$ cat config.mk
export PLATFORM = sky130hd
export DESIGN_NAME = noc_load_engine
export DESIGN_NICKNAME = d
export VERILOG_FILES = /design/src/rtl/noc_load_engine.sv
export SDC_FILE = /design/constraint.sdc
export NUM_CORES = 1
export LEC_CHECK = 0
export ABC_AREA = 1
export CAP_MARGIN = 20
export CORE_MARGIN = 2
export CORE_UTILIZATION = 53
export DETAILED_ROUTE_END_ITERATION = 8
export PLACE_DENSITY = 0.88
export REMOVE_ABC_BUFFERS = 1
export SYNTH_ARGS = -nofsm -noshare
export SYNTH_HDL_FRONTEND = slang
export SYNTH_SLANG_ARGS = --single-unit
$ cat constraint.sdc
create_clock -name clk -period 3.01 [get_ports clk]
set_input_delay 0.301 -clock clk [delete_from_list [all_inputs] [get_ports clk]]
set_output_delay 0.301 -clock clk [all_outputs]
set_load 0.005 [all_outputs]
$ cat src/rtl/noc_load_engine.sv
// noc_load_engine: copies len words from data memory (src_addr) to the NoC (dst_addr), one word in flight.
// Define NOC_LOAD_BOUNDS_CHECK_EN to reject len==0 or len>256 with a combined done/err pulse.
module noc_load_engine (
  input  logic        clk,
  input  logic        rst_n,
  input  logic        start,
  input  logic [31:0] src_addr,
  input  logic [31:0] dst_addr,
  input  logic [31:0] len,
  output logic        rd_req,
  output logic [31:0] rd_addr,
  input  logic        rd_valid,
  input  logic [31:0] rd_data,
  output logic        noc_valid,
  input  logic        noc_ready,
  output logic [31:0] noc_addr,
  output logic [31:0] noc_data,
  output logic        busy,
  output logic        done,
  output logic        err
);

  typedef enum logic [2:0] {IDLE, RD_REQ, RD_WAIT, PUSH, FINISH} state_t;

  state_t      state;
  state_t      state_next;
  logic [31:0] src;
  logic [31:0] dst;
  logic [31:0] remaining;
  logic [31:0] buffer;
  logic        len_reject;
  logic        accept;
  logic        handshake;
  logic        last_word;

`ifdef NOC_LOAD_BOUNDS_CHECK_EN
  logic err_flag;
  assign len_reject = (len == 32'd0) || (len > 32'd256);
`else
  assign len_reject = (len == 32'd0);
`endif

  assign accept    = (state == IDLE) && start;
  assign handshake = (state == PUSH) && noc_ready;
  assign last_word = (remaining == 32'd1);

  always_ff @(posedge clk or negedge rst_n) begin
    if (!rst_n) state <= IDLE;
    else        state <= state_next;
  end

  always_comb begin
    state_next = state;
    case (state)
      IDLE:    if (start) state_next = len_reject ? FINISH : RD_REQ;
      RD_REQ:  state_next = RD_WAIT;
      RD_WAIT: if (rd_valid) state_next = PUSH;
      PUSH:    if (noc_ready) state_next = last_word ? FINISH : RD_REQ;
      FINISH:  state_next = IDLE;
      default: state_next = IDLE;
    endcase
  end

  // Addresses advance only on a NoC handshake, so a stalled beat keeps its addr/data.
  always_ff @(posedge clk or negedge rst_n) begin
    if (!rst_n) begin
      src       <= 32'd0;
      dst       <= 32'd0;
      remaining <= 32'd0;
      buffer    <= 32'd0;
    end else begin
      if (accept) begin
        src       <= src_addr;
        dst       <= dst_addr;
        remaining <= len;
      end else if (handshake) begin
        src       <= src + 32'd4;
        dst       <= dst + 32'd4;
        remaining <= remaining - 32'd1;
      end
      if ((state == RD_WAIT) && rd_valid) buffer <= rd_data;
    end
  end

`ifdef NOC_LOAD_BOUNDS_CHECK_EN
  always_ff @(posedge clk or negedge rst_n) begin
    if (!rst_n)      err_flag <= 1'b0;
    else if (accept) err_flag <= len_reject;
  end
`endif

  always_comb begin
    rd_req    = 1'b0;
    rd_addr   = 32'd0;
    noc_valid = 1'b0;
    noc_addr  = 32'd0;
    noc_data  = 32'd0;
    busy      = (state != IDLE);
    done      = 1'b0;
    err       = 1'b0;
    case (state)
      RD_REQ: begin
        rd_req  = 1'b1;
        rd_addr = src;
      end
      PUSH: begin
        noc_valid = 1'b1;
        noc_addr  = dst;
        noc_data  = buffer;
      end
      FINISH: begin
        done = 1'b1;
`ifdef NOC_LOAD_BOUNDS_CHECK_EN
        err  = err_flag;
`endif
      end
      default: ;
    endcase
  end

endmodule
## Word-level counts from Yosys, hierarchy flattened

Index checks and enable logic that the tools add are counted.

| word-level totals | value |
|---|---|
| register bits after elaboration | 131 |
| output and inout bits | 101 |

| cells by class | value |
|---|---|
| $add $sub $neg | 3 |
| eq/ne operators | 8 |
| mux-type cells | 18 |
| reduce and logical (&&, ||, !) cells | 8 |

Operator list:

| operator | count |
|---|---|
| two-way mux 32 bit | 9 |
| adder 32 x 3 -> 32 bit (second input constant) | 2 |
| equality test 32 x 1 -> 1 bit (second input constant) | 1 |
| logical NOT 32 bit | 1 |
| subtractor 32 x 1 -> 32 bit (second input constant) | 1 |
| two-way mux 3 bit | 5 |
| case mux 3 bit (4 select lines) | 1 |
| equality test 3 x 2 -> 1 bit (second input constant) | 2 |
| inequality test 2 bit (second input constant) | 3 |
| equality test 3 x 1 -> 1 bit (second input constant) | 1 |
| equality test 3 bit (second input constant) | 1 |
| logical AND 1 bit | 3 |
| logical NOT 3 bit | 1 |
| two-way mux 1 bit | 3 |
| AND reduction 3 bit | 1 |
| nonzero test 3 bit | 1 |
| nonzero test 2 bit | 1 |

## Logic depth before layout (Yosys ltp)

| logic depth | value |
|---|---|
| depth in word-level cells | 4 |
| depth in mapped cells | 11 |
| depth with buffers taken out | 10 |

## Least setup slack after synthesis

Ideal clock, no wire load.

| path | value |
|---|---|
| path kind | reg2out |
| start | register state[2] |
| end | output noc_addr[0] |
| data arrival time | 1,300 ps |
| required time | 2,709 ps |
| slack | 1,409 ps |
| cell stages (with the launch flop) | 6 |
| path through | dfrtp_1 -> nor3_4 -> inv_1 -> clkbuf_1 -> clkbuf_1 -> nor2_1 |

| on the way | value |
|---|---|
| longest elaborated chain between the ends | 2 |

Ends and longest elaborated chain:

| what | RTL line | RTL |
|---|---|---|
| from (decl) | 25 | `state_t state;` |
| from (signal assigned) | 49 | `else state <= state_next;` |
| equality test 3 x 2 -> 1 bit | 101 | `case (state)` |
| two-way mux 32 bit | 101 |  |
| to (decl) | 16 | `output logic [31:0] noc_addr,` |

Every way passes these cells.

## Worst setup path after layout

| path | value |
|---|---|
| start | register state[2] |
| end | output rd_addr[15] |

| on the way | value |
|---|---|
| longest elaborated chain between the ends | 2 |

Ends and longest elaborated chain:

| what | RTL line | RTL |
|---|---|---|
| equality test 3 x 1 -> 1 bit | 101 |  |
| two-way mux 32 bit | 101 |  |
| to (decl) | 11 | `output logic [31:0] rd_addr,` |

Every way passes these cells.

==> metrics.cfg <==
[status]
outcome = finished, final reports clean

[logic_synthesis]
netlist_area_um2 = 8690
synth_edf_count = 0
yosysTopAreaCellShare_pct = 37.7
synth.most_common_cell = nand2_1
yosys.area.top_type = dfrtp_1
yosysWarningCount = 0
synth_seq_cells = 131
synth.avg_cell_area_um2 = 6.47
synthArstFlopShare_pct = 100
syn-instance-count = 1343
synthFlopType = dfrtp_1
synth_commonest_cells = nand2_1, nor2_1, inv_1, dfrtp_1, nand3_1
yosysUniqueCellTypes = 34
ys_seq_area_share_pct = 37.7
netlist_top_cells_area = dfrtp_1, nand2_1, nor2_1, inv_1, xor2_1

[worst_setup_path]
critPathLaunchType = register
cp.arrival_ps = 2480
cpLargestDelayFamily = buffers and inverters
critPathRequiredTime_ps = 2710
end_kind = output port
cp_slowest_cell = clkdlybuf4s50_1
cp_max_fo = 33
cp_num_buf_inv = 2
worst_path_largest_cell_delay_ps = 540
crit_chain = nor3_1 -> inv_1 -> nor2_1 -> clkdlybuf4s50_1
crit_type = reg2out

[global_routing]
grt_pass1_vias = 9138
overflow = 0
grt_start_max_net_pins = 99
grt_pass1_wl_um = 44300
antenna_found_initial = 1
track_usage_pct = 31.3

[power]
p_leak_uw = 0.00536
swShare_pct = 43.5
p_switching_uw = 4730
vdd_drop_max_mv = 0.659
p_comb_share_pct = 50.0
power.clock.fraction_pct = 19.6
p_int_uw = 6140
seq_power_share_pct = 30.4
powerDensity_nw_per_um2 = 924

[clocking]
cts_buffers = 17
clkTransAtPathRegs_ps = 60
htreeDepth = 4
cts_setup_buffers = 0
clock_path_buffers = 2
clock_latency_ps = 440
cts_tree = done
clkSinkCount = 131
post_cts_resized = 0
cts_root_buffer = clkbuf_16

[sta]
maxSlewViolCount = 0
setup_viol_count_final = 0
slew_headroom_pct = 29.4
tightest_slew_ps = 1060
skew_ps = 11.0
hold_violations = 0
grt_setup_unrepaired = no
setup_tns_ps = 0
post-route-period-util_pct = 92.4
fmax_mhz = 360
layout_min_cycle_time_ps = 2780

[hold_path]
worstHoldPathType = in2async

[floorplan]
ios = 234
die_y_um = 132
start_util_pct = 54.5
fp.dieW_um = 132
fp-row-count = 46
dieArea_um2 = 17400
core_um2 = 15900

[drt]
drt-initial-drc-count = 918
wl_per_cell_um = 15.3
viasPerCell = 5.38
routed-via-count = 9613
ant_nets = 0
wl_um = 27400
remaining_drc_errors = 0
drtPass1Iterations = 6

[final_layout]
drive_above_1_share_pct = 3.76
fin_area_um2 = 11800
nFillCells = 1268
syn2layout_area_growth_pct = 35.5
seq_area_um2 = 3280
multiInputGateArea_um2 = 4510
finalNetCount = 1695

[place]
io_buffers = 232
place_area_um2 = 11100
gp_congestion = 0.943
hpwl_um = 19400

[flow_run]
drv_cap = 0

-- power by group through the flow --
stage | clock network [µW] | logic (µW) | registers [µW]
3_5_place_dp | 0 | 5300 | 3290
5_1_grt | 2220 | 6020 | 3410
2_1_floorplan | 0 | 3200 | 3110
3_3_place_gp | 0 | 5140 | 3260
6_report | 2130 | 5430 | 3310
4_1_cts | 2140 | 5350 | 3280
-- through the flow --
stage / hold slack [ps] / power (µW) / instances / utilization [%] / setup slack (ps)
2_1_floorplan: 5.41 / 6310 / 1297 / - / 592
3_3_place_gp: 212 / 8400 / 1753 / 69.8 / 705
3_5_place_dp: 212 / 8590 / 1753 / 69.8 / 677
4_1_cts: 343 / 10800 / 1786 / 73.6 / 191
5_1_grt: 371 / 11600 / 1787 / 73.8 / 116
6_report: 327 / 10900 / 1788 / 73.8 / 228
-- registers in the layout (all words and copies together), names as in the netlist --
signal     cells
state          3
remaining     32
src           32
buffer        32
dst           32
-- worst paths after layout --
kind	slack [ps]	cells past startpoint	start	end
setup / recovery	230	4	state[2]	rd_addr[15]
hold / removal	330	2	rst_n	dst[27]
setup reg to reg	770	8	dst[2]	dst[22]
hold reg to reg	510	2	buffer[14]	buffer[14]
max in group asynchronous	1820	3	rst_n	remaining[26]
min in group clk	430	3	src_addr[0]	src[0]
-- per-layer routing --
| metal | GRT usage [%] | routed length (µm) | vias to the layer above |
|---|---|---|---|
| met1 | 39.6 | 11000 | 4428 |
| met5 | 0 | 0 | - |
| li1 | - | - | 4600 |
| met4 | 10.1 | 612 | 0 |
| met3 | 7.54 | 2760 | 63 |
| met2 | 53.0 | 13100 | 522 |
-- layout make-up --
cell class / count / share of cell area, %
flip-flops and latches: 131 / 27.9
clock inverters: 15 / 1.47
well taps: 216 / 2.30
inverters: 175 / 5.58
diodes: 1 / 0.0213
repair buffers: 242 / 20.9
multi-input cells: 991 / 38.3
clock buffers: 17 / 3.61
-- timing repair --
item                                   4_1_cts  5_1_grt
setup endpoints to repair                    0        0
hold buffers                                 1        0
endpoints found under the hold margin       33        0
-- logic make-up (layout without fill, tap and decap cells) --
logic type / Yosys count / count (layout) / synth area share, %
other: 1 / 2 / 0.0432
flip-flops: 131 / 131 / 37.7
AO/OA/AOI/OAI: 154 / 154 / 10.5
adder cells (fa/ha/maj): 4 / 4 / 0.576
buffers and inverters: 221 / 449 / 10.4
AND/OR/NAND/NOR: 792 / 792 / 36.8
XOR/XNOR: 40 / 40 / 4.03
-- placed cells by master (no fill, tap or decap), drive strengths merged, types with 2 or more instances in the layout --
cell type	synthesis	final
bufinv	0	2
inv	175	181
nand3b	2	2
xor2	38	38
o221ai	7	7
a21oi	43	43
nand4	14	14
clkinv	0	4
o21ai	59	59
nand3	67	67
ha	4	4
clkbuf	21	17
o21bai	23	23
o22ai	2	2
clkdlybuf4s50	0	231
o211ai	17	17
clkinvlp	0	3
dfrtp	131	131
nor2	293	293
o21a	2	2
nor3	28	28
buf	25	10
xnor2	2	2
nand2	387	387
(Power assumes the default switching activity.)
